==> config.mk <==
export PLATFORM = sky130hd
export DESIGN_NAME = spike_aer_encoder
export DESIGN_NICKNAME = d
export VERILOG_FILES = /design/src/rtl/spike_aer_encoder.sv
export SDC_FILE = /design/constraint.sdc
export NUM_CORES = 1
export LEC_CHECK = 0
export CORE_UTILIZATION = 40
export CTS_CLUSTER_SIZE = 30
export DETAILED_ROUTE_END_ITERATION = 8
export SLEW_MARGIN = 20
export SYNTH_ARGS = -nofsm -noshare
export SYNTH_HDL_FRONTEND = slang
export SYNTH_SLANG_ARGS = --single-unit
==> constraint.sdc <==
create_clock -name clk -period 3.4 [get_ports clk]
set_clock_uncertainty 0.2 [all_clocks]
set_input_delay 0.68 -clock clk [delete_from_list [all_inputs] [get_ports clk]]
set_output_delay 0.68 -clock clk [all_outputs]
set_load 0.01 [all_outputs]
==> src/rtl/spike_aer_encoder.sv <==
// Address-event encoder for an LIF neuron array: spike edges become {neuron, timestamp}
// events, arbitrated round-robin into a first-word-fall-through FIFO on a valid/ready stream.
module spike_aer_encoder #(
  parameter int NUM_NEURONS = 4,
  parameter int ADDR_W      = 2,
  parameter int TS_W        = 8,
  parameter int FIFO_DEPTH  = 4
) (
  input  logic                        clk,
  input  logic                        rst,
  input  logic [NUM_NEURONS-1:0]      spike_in,
  output logic                        ev_valid,
  input  logic                        ev_ready,
  output logic [ADDR_W-1:0]           ev_addr,
  output logic [TS_W-1:0]             ev_ts,
  output logic [$clog2(FIFO_DEPTH):0] fifo_count,
  output logic                        overflow,
  input  logic                        overflow_clr,
  output logic [TS_W-1:0]             timestamp
);

  localparam int PTR_W = $clog2(FIFO_DEPTH);
  localparam int CNT_W = PTR_W + 1;

  logic [TS_W-1:0]        ts_r;
  logic [NUM_NEURONS-1:0] prev_r;
  logic [NUM_NEURONS-1:0] pending_r;
  logic [TS_W-1:0]        pend_ts_r [NUM_NEURONS];
  logic [ADDR_W-1:0]      rr_ptr_r;
  logic [ADDR_W-1:0]      mem_addr_r [FIFO_DEPTH];
  logic [TS_W-1:0]        mem_ts_r [FIFO_DEPTH];
  logic [PTR_W-1:0]       wr_ptr_r;
  logic [PTR_W-1:0]       rd_ptr_r;
  logic [CNT_W-1:0]       count_r;
  logic                   valid_r;
  logic [ADDR_W-1:0]      head_addr_r;
  logic [TS_W-1:0]        head_ts_r;
  logic                   overflow_r;

  logic [NUM_NEURONS-1:0] edge_s;
  logic [NUM_NEURONS-1:0] gnt_onehot_s;
  logic [NUM_NEURONS-1:0] cap_s;
  logic                   drop_s;
  logic                   room_s;
  logic                   gnt_valid_s;
  logic [ADDR_W-1:0]      gnt_idx_s;
  logic                   push_s;
  logic                   pop_s;
  logic [PTR_W-1:0]       rd_next_s;
  logic [CNT_W-1:0]       count_next_s;
  logic [ADDR_W-1:0]      head_addr_next_s;
  logic [TS_W-1:0]        head_ts_next_s;

  assign edge_s = spike_in & ~prev_r;
  assign room_s = (count_r < CNT_W'(FIFO_DEPTH));
  // A re-edge is dropped only if the old event is still waiting; a granted slot frees up this cycle.
  assign drop_s = |(edge_s & pending_r & ~gnt_onehot_s);
  assign cap_s  = edge_s & ~(pending_r & ~gnt_onehot_s);
  assign push_s = gnt_valid_s;
  assign pop_s  = valid_r & ev_ready;

  // Round-robin search over pending slots starting at rr_ptr_r.
  always_comb begin
    int  idx_v;
    logic hit_v;
    gnt_valid_s  = 1'b0;
    gnt_idx_s    = '0;
    gnt_onehot_s = '0;
    idx_v        = 0;
    hit_v        = 1'b0;
    for (int k = 0; k < NUM_NEURONS; k++) begin
      idx_v = int'(rr_ptr_r) + k;
      idx_v = (idx_v >= NUM_NEURONS) ? (idx_v - NUM_NEURONS) : idx_v;
      hit_v = pending_r[idx_v] & room_s & ~gnt_valid_s;
      gnt_idx_s    = hit_v ? ADDR_W'(idx_v) : gnt_idx_s;
      gnt_onehot_s = hit_v ? (NUM_NEURONS'(1) << idx_v) : gnt_onehot_s;
      gnt_valid_s  = gnt_valid_s | hit_v;
    end
  end

  // Next FIFO read pointer, occupancy and head entry.
  always_comb begin
    rd_next_s = pop_s ? (rd_ptr_r + PTR_W'(1)) : rd_ptr_r;
    case ({push_s, pop_s})
      2'b10:   count_next_s = count_r + CNT_W'(1);
      2'b01:   count_next_s = count_r - CNT_W'(1);
      default: count_next_s = count_r;
    endcase
    if (push_s && (rd_next_s == wr_ptr_r)) begin
      head_addr_next_s = gnt_idx_s;
      head_ts_next_s   = pend_ts_r[gnt_idx_s];
    end else begin
      head_addr_next_s = mem_addr_r[rd_next_s];
      head_ts_next_s   = mem_ts_r[rd_next_s];
    end
  end

  // Free-running timestamp, edge-detect history and sticky overflow.
  always_ff @(posedge clk or posedge rst) begin
    if (rst) begin
      ts_r       <= '0;
      prev_r     <= '0;
      overflow_r <= 1'b0;
    end else begin
      ts_r       <= ts_r + TS_W'(1);
      prev_r     <= spike_in;
      overflow_r <= drop_s ? 1'b1 : (overflow_clr ? 1'b0 : overflow_r);
    end
  end

  // Per-neuron pending slots and round-robin pointer.
  always_ff @(posedge clk or posedge rst) begin
    if (rst) begin
      pending_r <= '0;
      rr_ptr_r  <= '0;
      for (int i = 0; i < NUM_NEURONS; i++) pend_ts_r[i] <= '0;
    end else begin
      pending_r <= edge_s | (pending_r & ~gnt_onehot_s);
      for (int i = 0; i < NUM_NEURONS; i++) begin
        if (cap_s[i]) pend_ts_r[i] <= ts_r;
      end
      if (gnt_valid_s) begin
        rr_ptr_r <= (int'(gnt_idx_s) == NUM_NEURONS - 1) ? '0 : (gnt_idx_s + ADDR_W'(1));
      end
    end
  end

  // Event FIFO storage, pointers and registered head outputs.
  always_ff @(posedge clk or posedge rst) begin
    if (rst) begin
      wr_ptr_r    <= '0;
      rd_ptr_r    <= '0;
      count_r     <= '0;
      valid_r     <= 1'b0;
      head_addr_r <= '0;
      head_ts_r   <= '0;
      for (int j = 0; j < FIFO_DEPTH; j++) begin
        mem_addr_r[j] <= '0;
        mem_ts_r[j]   <= '0;
      end
    end else begin
      if (push_s) begin
        mem_addr_r[wr_ptr_r] <= gnt_idx_s;
        mem_ts_r[wr_ptr_r]   <= pend_ts_r[gnt_idx_s];
        wr_ptr_r             <= wr_ptr_r + PTR_W'(1);
      end
      rd_ptr_r    <= rd_next_s;
      count_r     <= count_next_s;
      valid_r     <= (count_next_s != '0);
      head_addr_r <= head_addr_next_s;
      head_ts_r   <= head_ts_next_s;
    end
  end

  assign ev_valid   = valid_r;
  assign ev_addr    = head_addr_r;
  assign ev_ts      = head_ts_r;
  assign fifo_count = count_r;
  assign overflow   = overflow_r;
  assign timestamp  = ts_r;

endmodule

# Word-level counts from Yosys, hierarchy flattened
# Index checks and enable logic that the tools add are counted.
word_totals:
  register_bits: 109
  latchBits: 0
  ramBits: 0
  mem_bits_ro: 0
  in_bits: 8
  output_inout_bits: 23
  wordCells: 134
  mem_count: 0
classes:
  add_sub_neg: 13
  mul: 0
  div: 0
  order_cmp: 13
  n_eq_ne: 4
  shifts: 4
  mux: 46
  n_bitwise: 26
  reduce_logical: 5
ops:
  columns: ["cell", "n"]
  rows:
  - ["32-bit by 4-bit less-than comparator with 1-bit output (second input constant)", 4]
  - ["32-bit two-way mux", 4]
  - ["1-bit by 32-bit left shift with 4-bit output (first input constant)", 4]
  - ["8-bit two-way mux", 6]
  - ["8-bit binary-select mux with 2-bit select", 2]
  - ["32-bit bitwise mux", 1]
  - ["4-bit AND", 5]
  - ["2-bit two-way mux", 10]
  - ["3-bit greater-or-equal comparator (second input constant)", 6]
  - ["8-bit demux with 2-bit select", 1]
  - ["4-bit two-way mux", 4]
  - ["4-bit inverter", 3]
  - ["3-bit by 3-bit subtractor with 4-bit output (second input constant)", 3]
  - ["1-bit two-way mux", 10]
  - ["2-bit inverter with 3-bit output", 3]
  - ["8-bit by 1-bit adder with 8-bit output (second input constant)", 1]
  - ["1-bit AND", 8]
  - ["1-bit binary-select mux with 2-bit select", 4]
  - ["8-bit bitwise mux", 1]
  - ["2-bit by 1-bit adder with 2-bit output (second input constant)", 3]
  - ["2-bit by 2-bit adder with 3-bit output (second input constant)", 2]
  - ["3-bit case mux with 2 select lines", 1]
  - ["2-bit binary-select mux with 2-bit select", 1]
  - ["2-bit demux with 2-bit select", 1]
  - ["17 further kinds", 23]

# Longest topological paths before layout
logic_depth:
  ltp_word: 20
  ltp_mapped: 11
  depth_no_buf: 10

# Worst setup path after synthesis
# Ideal clock, no wire load.
synth_path:
  kind: "flip-flop to flip-flop"
  start: "register rr_ptr_r[0]"
  end: "register overflow_r, in the netlist overflow"
  setup_ps: 139
  arrival_time_ps: 2714
  t_required_ps: 3061
  setup_slack_ps: 347
  stages_incl_launch_ff: 11
  path_buffers: 2
  synth_period_minus_slack_ps: 3053
  path_cell_list: "dfrtp_1 > buf_4 > inv_1 > ha_1 > buf_2 > o21a_1 > o21ai_0 > o2111ai_2 > o211ai_1 > o41ai_1 > or4_1"
synth_between:
  elab_chain_len: 19
  elab_cells_between_ends: 52
  classes_between: "add/sub: 7; order compare: 4; shift: 4; mux: 21; bitwise: 14; reduce/logical: 2"
synth_lines:
  columns: ["item", "line_no", "source"]
  rows:
  - ["from (decl)", "29", "logic [ADDR_W-1:0] rr_ptr_r;"]
  - ["from (signal assigned)", "123", "rr_ptr_r <= (int'(gnt_idx_s) == NUM_NEURONS - 1) ? '0 : (gnt_idx_s + ADDR_W'(1));"]
  - ["2-bit by 1-bit adder with 3-bit output (tied with other cells)", "72", "idx_v = int'(rr_ptr_r) + k;"]
  - ["3-bit by 3-bit subtractor with 4-bit output (tied with other cells)", "73", "idx_v = (idx_v >= NUM_NEURONS) ? (idx_v - NUM_NEURONS) : idx_v;"]
  - ["32-bit two-way mux / 1-bit binary-select mux with 2-bit select (equally long branches)", "73, 74", null]
  - ["1-bit binary-select mux with 2-bit select / 1-bit two-way mux (equally long branches)", "74", "hit_v = pending_r[idx_v] & room_s & ~gnt_valid_s;"]
  - ["1-bit two-way mux (not written as such)", "74", null]
  - ["1-bit two-way mux (not written as such) / 1-bit AND (equally long branches)", "74", null]
  - ["1-bit AND / 1-bit inverter (equally long branches)", "74", null]
  - ["1-bit AND", "74", null]
  - ["[3 not listed]", null, null]
  - ["1-bit OR", "77", "gnt_valid_s = gnt_valid_s | hit_v;"]
  - ["1-bit inverter", "74", null]
  - ["1-bit AND", "74", null]
  - ["4-bit two-way mux (*)", "76", "gnt_onehot_s = hit_v ? (NUM_NEURONS'(1) << idx_v) : gnt_onehot_s;"]
  - ["4-bit inverter (*)", "57", "assign drop_s = |(edge_s & pending_r & ~gnt_onehot_s);"]
  - ["4-bit AND (*)", "57", null]
  - ["4-bit OR reduction (*)", "57", null]
  - ["1-bit two-way mux / 2-bit nonzero test (equally long branches)", null, null]
  - ["to (signal assigned)", "107", "overflow_r <= drop_s ? 1'b1 : (overflow_clr ? 1'b0 : overflow_r);"]
  - ["to (decl)", "38", "logic overflow_r;"]
# Every way passes the cells marked *; elsewhere a longest branch is shown, timed or not. The select of a mux whose other input is x is not followed.
# A chain may end at the register's enable or synchronous reset.

# Worst setup path in the final report
layout_path:
  start: "register rr_ptr_r[0]"
  end: "register mem_ts_r[3] in the netlist's numbering"
layout_between:
  elab_chain_len: 20
  elab_cells_between_ends: 49
  classes_between: "add/sub: 7; order compare: 4; mux: 24; bitwise: 14"
layout_lines:
  columns: ["item", "line_no", "source"]
  rows:
  - ["2-bit by 1-bit adder with 3-bit output (tied with other cells)", "72", null]
  - ["3-bit by 3-bit subtractor with 4-bit output (tied with other cells)", "73", null]
  - ["32-bit two-way mux / 1-bit binary-select mux with 2-bit select (equally long branches)", "73, 74", null]
  - ["1-bit binary-select mux with 2-bit select / 1-bit two-way mux (equally long branches)", "74", null]
  - ["1-bit two-way mux (not written as such)", "74", null]
  - ["1-bit two-way mux (not written as such) / 1-bit AND (equally long branches)", "74", null]
  - ["1-bit AND / 1-bit inverter (equally long branches)", "74", null]
  - ["1-bit AND", "74", null]
  - ["[3 not listed]", null, null]
  - ["1-bit OR", "77", null]
  - ["1-bit inverter", "74", null]
  - ["1-bit AND", "74", null]
  - ["2-bit two-way mux", "75", "gnt_idx_s = hit_v ? ADDR_W'(idx_v) : gnt_idx_s;"]
  - ["2-bit inverter with 3-bit output (not written as such)", "144", "mem_ts_r[wr_ptr_r] <= pend_ts_r[gnt_idx_s];"]
  - ["8-bit binary-select mux with 2-bit select", "144", null]
  - ["8-bit two-way mux (not written as such) (2 in a row)", "144", null]
  - ["32-bit bitwise mux", "144", null]
  - ["to (signal, indexed assignment)", "144", null]
  - ["to (decl)", "31", "logic [TS_W-1:0] mem_ts_r [FIFO_DEPTH];"]
# Several ways; a longest one is shown, not always the timed one. The select of a mux whose other input is x is not followed.

==> results.md <==
* Yosys warning total at 0
* Static Leak at 2.90 nW
* Mapped Nets at 538
* Clock buffer depth at 2
* Final HPWL DP at ~9.4 mm
* Status: completed
* Setup crit end kind: register
* TritonCTS clock tree: yes
* Ys flop type: dfrtp_1
* Total gr overflow at 0
* Fin crit period at between 3 and 4 ns
* CTS Buf Count at 9
* CTS resizes at 0
* Initial core utilization at 0.416
* Post-route insts no fill at approximately 730
* Pwr/cell area at between 1000 and 1500 nW/um^2
* Min Hold Slack at between 0.2 and 0.3 ns
* Via count at 4215
* Worst Path Required at 3.49 ns
* Site Rows at between 40 and 50
* Final Max Slew Viols at 0
* Clk slew on worst S/H paths at roughly 0.07 ns
* Cell area after layout at approximately 6700 um^2
* Final period util at 0.972
* Post-synthesis mux area share at 0.131
* Synth Area in XOR/XNOR at 0.0225
* Crit path max fanout at 9
* Area after DPL at between 6000 and 7000 um^2
* Unrepaired setup endpoints after global routing: true
* Setup TNS at 0 ns
* Peak supply drop at around 0.0005 V
* Max cap viols at 0
* # IOs at 31
* Synth async-reset ratio at 1.00
* Vias in the first global route at between 4000 and 5000
* Ant. Diodes at 0
* Commonest cells after routing, fill and taps aside: 109 x dfrtp_1, 43 x nand2_1, 33 x mux2_2
* Largest family of logic cells by synthesized area: compound AO/OA/AOI/OAI gates
* Register area share after synthesis at 0.467
* First-pass GRT wire length at around 23 mm
* Avg Synthesized Cell Area at between 10 and 15 um^2
* H-Tree Depth at 3
* Final Hold Viols at 0
* DR pass1 iterations at 4
* Crit Path Class: reg -> reg
* Post-CTS setup buffers at 0
* Drc violations at 0
* Detailed Route WL at roughly 14 mm
* Filler cells at around 1300
* Rel. slew slack at 0.469
* Adder-cell share of the synthesized area at 0.0334
* Final nets at approximately 570
* Die Wd at 123 um
* IO Port Bufs at 30
* Fmax achieved at 303 MHz
* Crit path launch type: register
* Post-Synthesis Cells at ~520
* Layout cell share with drive strength beyond 1 at 0.204
* Commonest non-fill, non-tap cell in the layout: dfrtp_1
* Synth cell types at 60
* Clock sink count at 109
* Synthesized flop and latch total at 109
* Die Ht at between 100 and 150 um
* Via density at 5.74
* Actual slew at the worst max-slew pin at between 0.7 and 0.8 ns
* GRT Resource Usage Total at 0.199
* Simple-gate share of the synthesized area at 0.135
* DR iter-0 viols at roughly 340
* Critical path arrival at approximately 3.4 ns
* Final setup vio count at 0
* Largest net degree at the start of global routing at 92
* Final ANT Viol Nets at 0
* WL/cell at around 18 um
* Core area at approximately 14000 um^2
* Placed insts at slightly above 700
* Area delta synth->final at 14.4%
* Post-synthesis compound-gate area fraction at 0.170
* Root Buffer: clkbuf_16
* Gpl congestion at around 0.9
* EDFF count, synth at 0
* Post-synth design cell area at slightly below 6000 um^2
* Worst skew pair latency at approximately 0.35 ns
* HP Class: reg -> reg
* Total die area at 15100 um^2
* Antenna violations before repair at 0
routing by layer:
layer / part of all wire / GRT usage / up-vias
li1: - / - / 1972
met1: 0.47 / 0.280 / 2138
met3: 0.050 / 0.0428 / 11
met5: 0 / 0 / -
met2: 0.47 / 0.314 / 94
met4: 0.011 / 0.0488 / 0
per-stage QoR:
stage	power (W)	setup slack (ns)	utilization
after floorplan	0.00521	0.347	-
after global placement	0.00620	0.222	0.454
after detailed placement	0.00630	0.157	0.454
after CTS	0.00742	0.117	0.476
after global routing	0.00792	-0.0576	0.476
final	0.00738	0.0944	0.476
path summary, 6_finish.rpt:
check	startpoint	endpoint	slack, ns	cells after the start
worst max-delay path	rr_ptr_r[0]	mem_ts_r[3]	0.09	9
worst min-delay path	prev_r[1]	pending_r[1]	0.28	1
worst max register to register	rr_ptr_r[0]	mem_ts_r[3]	0.09	9
worst min register to register	prev_r[1]	pending_r[1]	0.28	1
max in group asynchronous	rst	pend_ts_r[13]	1.67	3
min in group asynchronous	rst	ev_valid	0.51	2
where the power goes:
group          internal [W]  switching [W]  total [W]
Clock              0.000576       0.000495    0.00107
Combinational       0.00184        0.00231    0.00415
Sequential          0.00182       0.000340    0.00216
repair_timing:
item	CTS	global route
hold endpoints to repair	0	0
hold buffers	0	0
setup endpoints to repair	0	17
registers in the layout, indices dropped and copies added, names as in the netlist:
name and flops:
mem_ts_r 32, pend_ts_r 32, ev_ts 8, mem_addr_r 8
timestamp 8, pending_r 4, prev_r 4, fifo_count 3
ev_addr 2, rd_ptr_r 2, rr_ptr_r 2, wr_ptr_r 2
ev_valid 1, overflow 1
final cells by class:
cell class | count | area, um^2 | share of cell area
clock buffers | 9 | 225 | 0.0337
inverters | 22 | 86.3 | 0.0129
multi-input cells | 356 | 2870 | 0.430
well taps | 180 | 225 | 0.0337
clock inverters | 7 | 73.8 | 0.0111
repair buffers | 51 | 470 | 0.0704
flip-flops and latches | 109 | 2730 | 0.408
logic make-up (layout without fill, tap and decap cells):
logic type,count (synthesis),count (layout)
muxes,57,57
AOI/OAI and AO/OA,117,117
buffers and inverters,50,89
adders and majority gates,15,15
and+or+nand+nor,152,152
xor gates and xnor gates,15,15
DFF,109,109
cell usage after synthesis (all sizes together) (5+ instances only):
cell type / instances / share of area
dfrtp: 109 / 0.47
nand2: 44 / 0.030
mux2: 33 / 0.064
nor2: 30 / 0.019
nor2b: 29 / 0.031
a221o: 28 / 0.048
o21ai: 23 / 0.024
inv: 22 / 0.014
buf: 15 / 0.019
a21oi: 14 / 0.013
ha: 14 / 0.030
clkbuf: 13 / 0.0084
mux2i: 12 / 0.021
mux4: 12 / 0.047
a221oi: 11 / 0.027
nand3: 11 / 0.0094
o211ai: 10 / 0.015
xnor2: 9 / 0.013
a31oi: 8 / 0.0086
o31a: 7 / 0.010
or2: 7 / 0.0075
and3: 6 / 0.0064
xor2: 6 / 0.0090
nand4: 5 / 0.0054
critical path, stage by stage (launching register included):
cell       delay, ns
dfrtp_1         0.51
inv_1           0.11
ha_1            0.38
buf_4           0.20
o21a_1          0.17
o21ai_0         0.21
o2111ai_2       0.24
o21a_1          0.42
a221oi_2        0.53
a221o_1         0.27
Note: power is estimated with default switching activity, not from simulation.
